==> config.mk <==
export PLATFORM = sky130hd
export DESIGN_NAME = count_capture_flat
export DESIGN_NICKNAME = d
export VERILOG_FILES = /design/src/rtl/count_capture_if.sv /design/src/rtl/count_capture.sv /design/src/flat_wrapper.sv
export SDC_FILE = /design/constraint.sdc
export NUM_CORES = 1
export LEC_CHECK = 0
export CAP_MARGIN = 5
export CORE_MARGIN = 4
export CORE_UTILIZATION = 45
export CTS_BUF_LIST = sky130_fd_sc_hd__clkbuf_16
export CTS_CLUSTER_DIAMETER = 50
export DETAILED_ROUTE_END_ITERATION = 8
export PLACE_DENSITY = 0.66
export RECOVER_POWER = 100
export SLEW_MARGIN = 10
export SYNTH_ARGS = -nofsm -noshare
export SYNTH_HDL_FRONTEND = slang
export SYNTH_SLANG_ARGS = --single-unit
==> constraint.sdc <==
create_clock -name clk -period 4.84 [get_ports clk]
set_input_delay 0.968 -clock clk [delete_from_list [all_inputs] [get_ports clk]]
set_output_delay 0.968 -clock clk [all_outputs]
set_load 0.01 [all_outputs]
==> src/rtl/count_capture_if.sv <==
// count_capture_if: valid/ready stream carrying capture deltas downstream.
//   master: drives out_data/out_valid, samples out_ready (the capture stage)
//   slave : samples out_data/out_valid, drives out_ready (the consumer)
interface count_capture_if #(parameter int WIDTH = 8);
  logic [WIDTH-1:0] out_data;
  logic             out_valid;
  logic             out_ready;
  modport master (output out_data, output out_valid, input out_ready);
  modport slave  (input out_data, input out_valid, output out_ready);
endinterface

==> src/rtl/count_capture.sv <==
// count_capture: synchronise an async event, timestamp it against a free-running
// counter, and queue the elapsed count since the previous event.
//   clk, reset : clock, synchronous active-high reset
//   count_in   : current counter value
//   event_in   : asynchronous event, rising edge triggers a capture
//   out_if     : delta stream (out_data/out_valid/out_ready)
//   overflow   : sticky, a capture was dropped on a full FIFO
//   clear_ovf  : clears overflow (a same-cycle drop wins)
//   level      : FIFO occupancy 0..DEPTH
module count_capture #(
  parameter int WIDTH = 8,
  parameter int DEPTH = 4
) (
  input  logic                     clk,
  input  logic                     reset,
  input  logic [WIDTH-1:0]         count_in,
  input  logic                     event_in,
  count_capture_if.master          out_if,
  output logic                     overflow,
  input  logic                     clear_ovf,
  output logic [$clog2(DEPTH):0]   level
);
  localparam int AW = $clog2(DEPTH);
  localparam logic [AW:0] FULL_LVL = (AW+1)'(DEPTH);
  logic [2:0]       sync_q;
  logic [WIDTH-1:0] prev_q, prev_d, delta;
  logic [WIDTH-1:0] mem_q [DEPTH];
  logic [AW-1:0]    wr_q, wr_d, rd_q, rd_d;
  logic [AW:0]      level_q, level_d;
  logic             ovf_q, ovf_d;
  logic             rise, full, pop, push, drop;
  always_comb begin
    rise    = sync_q[1] & ~sync_q[2];
    full    = level_q == FULL_LVL;
    pop     = (level_q != '0) & out_if.out_ready;
    // a full FIFO still accepts a push when its head leaves on the same edge
    push    = rise & (~full | pop);
    drop    = rise & full & ~pop;
    delta   = count_in - prev_q;
    prev_d  = rise ? count_in : prev_q;
    wr_d    = push ? wr_q + AW'(1) : wr_q;
    rd_d    = pop ? rd_q + AW'(1) : rd_q;
    level_d = level_q + (AW+1)'(push) - (AW+1)'(pop);
    ovf_d   = drop | (ovf_q & ~clear_ovf);
  end
  always_ff @(posedge clk) begin
    if (reset) begin
      sync_q  <= '0;
      prev_q  <= '0;
      wr_q    <= '0;
      rd_q    <= '0;
      level_q <= '0;
      ovf_q   <= 1'b0;
      for (int i = 0; i < DEPTH; i++) mem_q[i] <= '0;
    end else begin
      sync_q  <= {sync_q[1:0], event_in};
      prev_q  <= prev_d;
      wr_q    <= wr_d;
      rd_q    <= rd_d;
      level_q <= level_d;
      ovf_q   <= ovf_d;
      if (push) mem_q[wr_q] <= delta;
    end
  end
  assign out_if.out_data  = mem_q[rd_q];
  assign out_if.out_valid = level_q != '0;
  assign level            = level_q;
  assign overflow         = ovf_q;
endmodule

==> src/flat_wrapper.sv <==
// flat-port wrapper written by rule: the top's interface ports become plain ports
module count_capture_flat 
#(
  parameter int WIDTH = 8,
  parameter int DEPTH = 4
)
  (clk, reset, count_in, event_in, overflow, clear_ovf, level, out_if_out_data, out_if_out_valid, out_if_out_ready);
  count_capture_if #(.WIDTH(WIDTH)) out_if_i ();
  input  logic clk;
  input  logic reset;
  input  logic [WIDTH-1:0] count_in;
  input  logic event_in;
  output logic overflow;
  input  logic clear_ovf;
  output logic [$clog2(DEPTH):0] level;
  output wire logic [$bits(out_if_i.out_data)-1:0] out_if_out_data;
  output wire logic [$bits(out_if_i.out_valid)-1:0] out_if_out_valid;
  input wire logic [$bits(out_if_i.out_ready)-1:0] out_if_out_ready;
  assign out_if_out_data = out_if_i.out_data;
  assign out_if_out_valid = out_if_i.out_valid;
  assign out_if_i.out_ready = out_if_out_ready;
  count_capture #(.WIDTH(WIDTH), .DEPTH(DEPTH)) u_core (.clk(clk), .reset(reset), .count_in(count_in), .event_in(event_in), .out_if(out_if_i), .overflow(overflow), .clear_ovf(clear_ovf), .level(level));
endmodule
==> impl_metrics.env, run 1 <==
export IMPL_outcome="completed"
export IMPL_r2r_start="u_core.level[1]"
export IMPL_criticalPathCategory="input pin to register"
export IMPL_setup_worst_path_start_class="input pin"
export IMPL_postSynth_asyncResetShare_pct=0
export IMPL_worst_setup_hold_path_clk_slew_ns=0.07
export IMPL_design_die_area_mm2=0.006984
export IMPL_worstHoldStart="u_core.sync_q[0]"
export IMPL_dp_final_hpwl_um=3321
export IMPL_postLayoutCellArea_mm2=0.003038
export IMPL_setup_repair_after_global_routing_missed_its_margin="false"
export IMPL_most_area_hungry_cell_type_in_the_yosys_netlist="edfxtp_1"
export IMPL_global_route_overflow_total=0
export IMPL_ys_types=36
export IMPL_avgSynthCellArea_um2=11.22
export IMPL_synth_largest_type_area_fraction_pct=37.39
export IMPL_drc_errors=0
export IMPL_hold_depth=1
export IMPL_die_w_um=83.57
export IMPL_cts_hold_buffers=0
export IMPL_final_layout_size_suffix_gt1_share_pct=8.235
export IMPL_grt_max_degree=23
export IMPL_diodes=0
export IMPL_placed_cell_area_mm2=0.002880
export IMPL_yosys_most_used_dff="edfxtp_1"
export IMPL_design_final_nets=278
export IMPL_vias_in_the_first_global_route=1602
export IMPL_power_density_mw_per_mm2=417.3
export IMPL_synthesis_instances=229
export IMPL_syn_to_final_growth_pct=18.21
export IMPL_post_route_period_util_pct=73.08
export IMPL_r2r_setup_slack_ns=2.33
export IMPL_std_cell_rows=27
export IMPL_worst_hold_path_endpoint="u_core.sync_q[1]"
export IMPL_syn_area_mm2=0.002570
export IMPL_filler_cell_count=493
export IMPL_reg2reg_to="u_core.level[2]"
export IMPL_hold_ws_ns=0.4446
export IMPL_wire_length_of_the_first_global_routing_pass_um=7583
export IMPL_synth_edf_count=32
export IMPL_initialDrtViolationCount=75
export IMPL_initial_utilization_pct=46.67
export IMPL_relSlewSlack_pct=32.50
export IMPL_worstRegToRegCells=6
export IMPL_synth_area_leaders="edfxtp_1 (37%), dfxtp_1 (16%), mux4_2 (7.0%), nor2_1 (5.0%), ha_1 (4.4%)"
export IMPL_worstPathRequired_ns=4.79
export IMPL_cts_tree="built"
export IMPL_critical_path_endpoint_type="register"
export IMPL_cts_htree_levels=2
export IMPL_number_of_register_bits_inferred_by_synthesis=53
export IMPL_total_power_w=0.001268
export IMPL_total_leakage_power_nw=1.139
export IMPL_finClkSkew_ns=0.003229
export IMPL_synth_fp_nets=253
export IMPL_finalHoldViolCount=0
export IMPL_finish_cell_count_without_fillers=327
export IMPL_slew_violations=0
export IMPL_detail_route_vias_per_cell=5.080
export IMPL_placed_cells_incl_taps=319
export IMPL_clock_latency_on_the_worst_skew_pair_ns=0.29
export IMPL_yosysWarnings=0
export IMPL_floorplan_core_area_mm2=0.005507
export IMPL_cts_num_sinks=53
export IMPL_antenna_violations_before_repair=0
export IMPL_crit_path_dat_ns=3.48
export IMPL_timing_max_cap_violations=0
export IMPL_cts_setup_buffers=0
export IMPL_post_cts_resize_count=0
export IMPL_grt_use_total_pct=13.68
export IMPL_detailroute_via_count=1661
export IMPL_route_detailed_wl_per_inst_um=13.96
export IMPL_buffer_ports_inserted=25
export IMPL_ir_drop_mv=0.2978
export IMPL_antenna_violating_nets_post_route=0
export IMPL_setup_tns_ns=0
export IMPL_final_setup_violations=0
export IMPL_cts_buffer_count=5
export IMPL_min_period_ns=3.537
export IMPL_root_buffer="clkbuf_16"
export IMPL_cts_path_max_buffers=2
export IMPL_seq_area_frac_synth_pct=53.75
export IMPL_floorplan_die_height_um=83.57
export IMPL_tightest_hold_check_type="register to register"
export IMPL_ioPinCount=26
export IMPL_tightestPinTransition_ns=0.9985
export IMPL_crit_fanout=22
export IMPL_detail_route_wirelength_um=4565
export IMPL_gpl_final_weighted_congestion=0.7580
export IMPL_drt_pass1_iterations=4
export IMPL_maxClockFrequency_mhz=282.7
## Yosys cell counts (2+ instances only)
cell type	count
o21a_1	3
edfxtp_1	32
buf_2	3
o211a_1	2
nor3_1	12
nor2_1	34
nand2_1	24
a21oi_1	11
nor2b_1	9
mux2_2	3
o21ai_0	4
clkbuf_1	4
fa_1	2
inv_1	16
nand2b_1	3
dfxtp_1	21
o31a_1	2
ha_1	9
or3_1	3
mux4_2	8
xnor2_1	7
xor2_1	3
## cell type report
cell class | instances | area (um2) | share of cell area (%)
well taps | 72 | 90.09 | 2.965
multi-input cells | 151 | 1077 | 35.46
inverters | 16 | 60.06 | 1.977
repair buffers | 27 | 257.7 | 8.484
clock inverters | 3 | 46.29 | 1.524
flip-flops and latches | 53 | 1381 | 45.47
clock buffers | 5 | 125.1 | 4.119
## layer usage
metal  global-route usage, %  wire length [um]  vias to the layer above
li1                        -                 -                      853
met1                   17.05              2004                      764
met2                   23.28              2292                       39
met3                   3.356               232                        5
met4                   4.386                36                        0
met5                       0                 0                        -
## cell usage in the layout, fill, tap and decap left out, types with 2 or more instances in the layout
cell / n
edfxtp_1: 32
xor2_1: 3
o21a_1: 3
nor2b_1: 9
dfxtp_1: 21
nor2_1: 34
or3_1: 3
ha_1: 9
a21oi_1: 11
nand2b_1: 3
o21ai_0: 4
nor3_1: 12
nand2_1: 24
xnor2_1: 7
dlygate4sd3_1: 16
nor4b_1: 2
clkbuf_16: 5
o31a_1: 2
clkbuf_1: 2
inv_1: 16
mux4_2: 8
o211a_1: 2
clkdlybuf4s50_1: 9
fa_1: 2
mux2_2: 3
## state kept, by name (all words and copies together) (netlist names), named ones only
| signal | count |
|---|---|
| u_core.sync_q | 3 |
| u_core.mem_q | 32 |
| u_core.wr_q | 2 |
| u_core.prev_q | 8 |
| u_core.rd_q | 2 |
| u_core.overflow | 1 |
| u_core.level | 3 |
## kinds of logic (layout without fill, tap and decap cells)
group,Yosys count,count (layout),share of synthesized area (%)
XOR/XNOR,10,10,3.408
buffers and inverters,25,51,4.089
flip-flops,53,53,53.75
adder cells (fa/ha/maj),11,11,5.940
AO/OA/AOI/OAI,25,25,6.914
multiplexers,12,12,8.715
AND/OR/NAND/NOR,93,93,17.19
## worst max-delay path, stage by stage
cell and delay, ns:
dlygate4sd3_1 0.53, clkbuf_1 0.39, or3b_1 0.53, or4_1 0.64
nand2_1 0.42
## worst max-delay path by stage
stage                startpoint                  to  slack (ns)
detailed placement  count_in[0]  u_core.mem_q[0][6]        1.37
finish                    reset  u_core.mem_q[0][4]        1.30
global placement          reset  u_core.mem_q[0][4]        1.42
CTS                 count_in[0]  u_core.mem_q[2][6]        1.62
floorplan           count_in[0]  u_core.mem_q[0][6]        2.08
global route              reset  u_core.mem_q[0][4]        1.16
## power by group
group          internal, W  switching, W
Sequential        0.000517     0.0000456
Clock             0.000245      0.000158
Combinational     0.000170      0.000132
## stage by stage
stage	util [%]	setup slack, ns
2_1_floorplan	-	2.084
3_3_place_gp	52.31	1.415
3_5_place_dp	52.31	1.373
4_1_cts	55.42	1.625
5_1_grt	55.17	1.158
6_report	55.17	1.303
Note: power is estimated with default switching activity, not from simulation.
==> inputs of run 2 (changes only) <==
clock period = 3.4 ns   (was 4.84 ns; I/O delays follow)
==> run 2 against run 1 <==
Utilization shrank 0.30 points; sequential share of layout area grew 0.24 points; largest cell class unchanged; die area unchanged; sequential power rose by 42%; setup slack worse by 0.79 ns.
==> impl_metrics.env, run 2 (same netlist as run 1, synthesis figures left out) <==
export IMPL_std_cell_rows=27
export IMPL_tightest_hold_check_type="register to register"
export IMPL_vias_in_the_first_global_route=1573
export IMPL_largest_register_ff_count=32
export IMPL_hold_depth=1
export IMPL_grt_use_total_pct=13.95
export IMPL_syn_to_final_growth_pct=17.58
export IMPL_worst_hold_path_endpoint="u_core.sync_q[1]"
export IMPL_floorplan_core_area_mm2=0.005507
export IMPL_drt_pass1_iterations=4
export IMPL_antenna_violations_before_repair=0
export IMPL_detailroute_via_count=1642
export IMPL_post_route_period_util_pct=84.87
export IMPL_multi_input_comb_area_mm2=0.001077
export IMPL_design_final_nets=281
export IMPL_antenna_violating_nets_post_route=0
export IMPL_worstPathRequired_ns=3.43
export IMPL_reg_top3="u_core.mem_q: 32 flops, u_core.prev_q: 8 flops"
export IMPL_die_w_um=83.57
export IMPL_diodes=0
export IMPL_min_period_ns=2.886
export IMPL_setup_repair_after_global_routing_missed_its_margin="false"
export IMPL_relSlewSlack_pct=39.93
export IMPL_cts_num_sinks=53
export IMPL_finalHoldViolCount=0
export IMPL_wire_length_of_the_first_global_routing_pass_um=7734
export IMPL_gpl_final_weighted_congestion=0.7536
export IMPL_worstHoldStart="u_core.sync_q[0]"
export IMPL_cts_tree="built"
export IMPL_r2r_setup_slack_ns=1.19
export IMPL_reg2reg_to="u_core.mem_q[0][6]"
export IMPL_cts_htree_levels=2
export IMPL_buffer_ports_inserted=25
export IMPL_detail_route_vias_per_cell=4.976
export IMPL_top_library_cells_by_usage_in_the_layout_fill_and_taps_aside="nor2_1 (34), edfxtp_1 (32), nand2_1 (24)"
export IMPL_initial_utilization_pct=46.67
export IMPL_finClkSkew_ns=0.006266
export IMPL_dp_final_hpwl_um=3345
export IMPL_cts_setup_buffers=0
export IMPL_total_power_w=0.001736
export IMPL_hold_ws_ns=0.4431
export IMPL_cts_hold_buffers=0
export IMPL_fin_util_pct=54.87
export IMPL_most_common_cell_after_layout_fill_and_taps_aside="nor2_1"
export IMPL_tightestPinTransition_ns=0.9011
export IMPL_clock_latency_on_the_worst_skew_pair_ns=0.29
export IMPL_postLayoutCellArea_mm2=0.003022
export IMPL_worst_setup_hold_path_clk_slew_ns=0.07
export IMPL_final_setup_violations=0
export IMPL_final_layout_size_suffix_gt1_share_pct=7.752
export IMPL_route_detailed_wl_per_inst_um=14.26
export IMPL_r2r_start="u_core.prev_q[0]"
export IMPL_top_register="u_core.mem_q"
export IMPL_root_buffer="clkbuf_16"
export IMPL_initialDrtViolationCount=89
export IMPL_detail_route_wirelength_um=4705
export IMPL_drc_errors=0
export IMPL_ioPinCount=26
export IMPL_ir_drop_mv=0.4467
export IMPL_setup_tns_ns=0
export IMPL_cts_path_max_buffers=2
export IMPL_setup_worst_path_start_class="input pin"
export IMPL_design_die_area_mm2=0.006984
export IMPL_global_route_overflow_total=0
export IMPL_power_density_mw_per_mm2=574.4
export IMPL_crit_fanout=4
export IMPL_post_cts_resize_count=0
export IMPL_maxClockFrequency_mhz=346.5
export IMPL_combined_flip_flop_and_latch_cell_area_mm2=0.001381
export IMPL_crit_path_dat_ns=2.92
export IMPL_filler_cell_count=494
export IMPL_placed_cell_area_mm2=0.002903
export IMPL_total_leakage_power_nw=1.130
export IMPL_critical_path_endpoint_type="register"
export IMPL_floorplan_die_height_um=83.57
export IMPL_cts_buffer_count=5
export IMPL_grt_max_degree=22
export IMPL_outcome="completed"
export IMPL_timing_max_cap_violations=0
export IMPL_worstRegToRegCells=8
export IMPL_criticalPathCategory="input pin to register"
export IMPL_slew_violations=0
-- run 2: worst max-delay path: stages --
cell and delay [ns]:
dlygate4sd3_1 0.55, inv_1 0.06, ha_1 0.16, inv_1 0.06, fa_1 0.41, a211oi_1 0.32
nor4b_1 0.11, nor4_1 0.28, clkbuf_1 0.21, nor2_1 0.07
-- run 2: how the worst max path moves through the flow --
stage / end / slack (ns) / startpoint / cells after the start
2_1_floorplan: u_core.mem_q[0][6] / 0.93 / count_in[0] / 8
3_3_place_gp: u_core.mem_q[2][7] / 0.43 / count_in[1] / 6
3_5_place_dp: u_core.mem_q[3][6] / 0.40 / count_in[0] / 10
4_1_cts: out_if_out_data[7] / 0.60 / register / 2
5_1_grt: u_core.mem_q[3][0] / 0.38 / reset / 5
6_report: u_core.mem_q[0][6] / 0.51 / count_in[0] / 10
-- run 2: layer usage --
layer / GRT usage, % / routed length [um] / vias up
met5: 0 / 0 / -
met1: 18.77 / 2323 / 760
met3: 2.764 / 132 / 5
li1: - / - / 851
met2: 22.49 / 2184 / 26
met4: 4.825 / 64 / 0
-- run 2: final cells by class --
class,instances,area share (%)
clock inverters,3,0.6211
inverters,16,1.988
well taps,72,2.981
flip-flops and latches,53,45.71
clock buffers,5,4.141
multi-input cells,151,35.65
repair buffers,30,8.903
-- run 2: per-stage QoR --
stage               setup slack, ns  std cells
floorplan                    0.9316        229
global placement             0.4297        322
detailed placement           0.4017        322
CTS                          0.6025        330
global route                 0.3800        330
finish                       0.5144        330
-- run 2: power breakdown --
part	switching (W)	internal, W	leakage [nW]	total [W]
Clock	0.000225	0.000270	0.0672	0.000495
Sequential	0.0000658	0.000737	0.502	0.000802
Combinational	0.000193	0.000245	0.560	0.000438
==> inputs of run 3 (changes only) <==
clock period = 2.79 ns   (was 3.4 ns; I/O delays follow)
==> run 3 against run 2 <==
Sequential power up 18%; critical path depth decreased by 7; total power increased by 34%; clock skew shrank 0.0023 ns; routed wire length increased by 1.4%; global-route usage up 0.21 points; utilization grew 2.2 points; cell count rose by 3.3%; final area increased by 4.1%; non-clock buffer count is 11 higher; sequential share of layout area down 1.8 points; setup slack lost 0.35 ns; largest cell class unchanged; largest power group unchanged.
==> impl_metrics.env, run 3 (same netlist as run 1, synthesis figures left out) <==
export IMPL_tightestPinTransition_ns=0.8827
export IMPL_fin_util_pct=57.12
export IMPL_criticalPathCategory="register to output pin"
export IMPL_drc_errors=0
export IMPL_dp_final_hpwl_um=3404
export IMPL_die_w_um=83.57
export IMPL_worstHoldStart="u_core.sync_q[0]"
export IMPL_buffer_ports_inserted=25
export IMPL_multi_input_comb_area_mm2=0.001077
export IMPL_min_period_ns=2.630
export IMPL_route_detailed_wl_per_inst_um=13.99
export IMPL_worst_setup_hold_path_clk_slew_ns=0.07
export IMPL_crit_fanout=8
export IMPL_r2r_start="u_core.prev_q[0]"
export IMPL_relSlewSlack_pct=41.15
export IMPL_reg2reg_to="u_core.mem_q[1][4]"
export IMPL_postLayoutCellArea_mm2=0.003146
export IMPL_gpl_final_weighted_congestion=0.7184
export IMPL_placed_cell_area_mm2=0.002985
export IMPL_syn_to_final_growth_pct=22.40
export IMPL_hold_depth=1
export IMPL_finClkSkew_ns=0.003957
export IMPL_timing_max_cap_violations=0
export IMPL_ioPinCount=26
export IMPL_final_setup_violations=0
export IMPL_cts_buffer_count=5
export IMPL_initial_utilization_pct=46.67
export IMPL_cts_num_sinks=53
export IMPL_detail_route_vias_per_cell=5.106
export IMPL_cp_buffers_inverters=2
export IMPL_post_cts_resize_count=0
export IMPL_slew_violations=0
export IMPL_post_route_period_util_pct=94.27
export IMPL_design_die_area_mm2=0.006984
export IMPL_diodes=0
export IMPL_floorplan_core_area_mm2=0.005507
export IMPL_timing_critical_path_max_delay_family="buffers and inverters"
export IMPL_critPathSlowestCell="dlygate4sd3_1"
export IMPL_cts_htree_levels=2
export IMPL_most_common_cell_after_layout_fill_and_taps_aside="nor2_1"
export IMPL_vias_in_the_first_global_route=1624
export IMPL_worstRegToRegCells=9
export IMPL_wire_length_of_the_first_global_routing_pass_um=7948
export IMPL_antenna_violations_before_repair=0
export IMPL_initialDrtViolationCount=69
export IMPL_clock_latency_on_the_worst_skew_pair_ns=0.29
export IMPL_top_register="u_core.mem_q"
export IMPL_critical_path_endpoint_type="output pin"
export IMPL_largest_register_ff_count=32
export IMPL_tightest_hold_check_type="register to register"
export IMPL_floorplan_die_height_um=83.57
export IMPL_grt_use_total_pct=14.16
export IMPL_global_route_overflow_total=0
export IMPL_maxClockFrequency_mhz=380.2
export IMPL_total_leakage_power_nw=1.204
export IMPL_setup_repair_after_global_routing_missed_its_margin="false"
export IMPL_cts_setup_buffers=0
export IMPL_crit_path_dat_ns=2.07
export IMPL_reg_top3="u_core.mem_q: 32 flops, u_core.prev_q: 8 flops"
export IMPL_setup_worst_path_start_class="register"
export IMPL_std_cell_rows=27
export IMPL_drt_pass1_iterations=4
export IMPL_root_buffer="clkbuf_16"
export IMPL_cts_tree="built"
export IMPL_detail_route_wirelength_um=4770
export IMPL_path_cells="clkbuf_2 > mux4_2 > dlygate4sd3_1"
export IMPL_top_library_cells_by_usage_in_the_layout_fill_and_taps_aside="nor2_1 (34), edfxtp_1 (32), nand2_1 (24)"
export IMPL_detailroute_via_count=1741
export IMPL_ir_drop_mv=0.5041
export IMPL_grt_max_degree=22
export IMPL_antenna_violating_nets_post_route=0
export IMPL_worst_hold_path_endpoint="u_core.sync_q[1]"
export IMPL_worstPathRequired_ns=2.23
export IMPL_filler_cell_count=476
export IMPL_worst_path_largest_cell_delay_ns=0.62
export IMPL_finalHoldViolCount=0
export IMPL_outcome="completed"
export IMPL_cts_path_max_buffers=2
export IMPL_combined_flip_flop_and_latch_cell_area_mm2=0.001381
export IMPL_cts_hold_buffers=0
export IMPL_r2r_setup_slack_ns=0.61
export IMPL_power_density_mw_per_mm2=738.9
export IMPL_final_layout_size_suffix_gt1_share_pct=11.52
export IMPL_design_final_nets=292
[run 3: worst register-to-register path: cells and delay by family (launching register included)]
family,cells,cell delay [ns]
adder cells (fa/ha/maj),2,0.56
buffers and inverters,3,0.40
XOR/XNOR,1,0.21
AO/OA/AOI/OAI,2,0.34
flip-flops,1,0.33
AND/OR/NAND/NOR,1,0.07
[run 3: how the worst max path moves through the flow]
stage	endpoint	slack (ns)	cells past startpoint
final	out_if_out_data[7]	0.16	3
after global routing	u_core.mem_q[0][6]	0.03	10
after CTS	u_core.mem_q[3][4]	0.26	11
after detailed placement	u_core.mem_q[3][6]	-0.04	10
after global placement	u_core.mem_q[3][6]	0.01	10
after floorplan	u_core.mem_q[0][6]	0.44	8
[run 3: area by class of cell]
cell class                 instances  area share, %
timing repair buffer              41          10.90
multi-input combinational        151          34.25
inverter                          16          1.909
sequential                        53          43.91
tap                               72          2.864
clock buffer                       5          3.978
clock inverter                     3          2.188
[run 3: where the power goes]
group	internal, W	total (W)	switching, W	leakage [nW]
registers	0.000897	0.000948	0.0000511	0.502
clock network	0.000517	0.000797	0.000280	0.0944
logic	0.000314	0.000579	0.000265	0.607
[run 3: per-layer routing]
| layer | share of wire [%] | global-route usage, % | vias to the layer above |
|---|---|---|---|
| met3 | 4.7 | 3.159 | 6 |
| met5 | 0 | 0 | - |
| met4 | 1.1 | 3.947 | 0 |
| li1 | - | - | 872 |
| met2 | 48 | 23.14 | 43 |
| met1 | 46 | 18.96 | 820 |
[run 3: stage by stage]
step	TNS, ns	worst slack (ns)	total power (W)	cells	hold slack [ns]
2_1_floorplan	0	0.4436	0.001340	229	0.4138
3_3_place_gp	0	0.01028	0.001587	333	0.4375
3_5_place_dp	-0.1121	-0.03994	0.001598	333	0.4396
4_1_cts	0	0.2638	0.002394	341	0.4558
5_1_grt	0	0.03055	0.002448	341	0.4747
6_report	0	0.1598	0.002324	341	0.4505
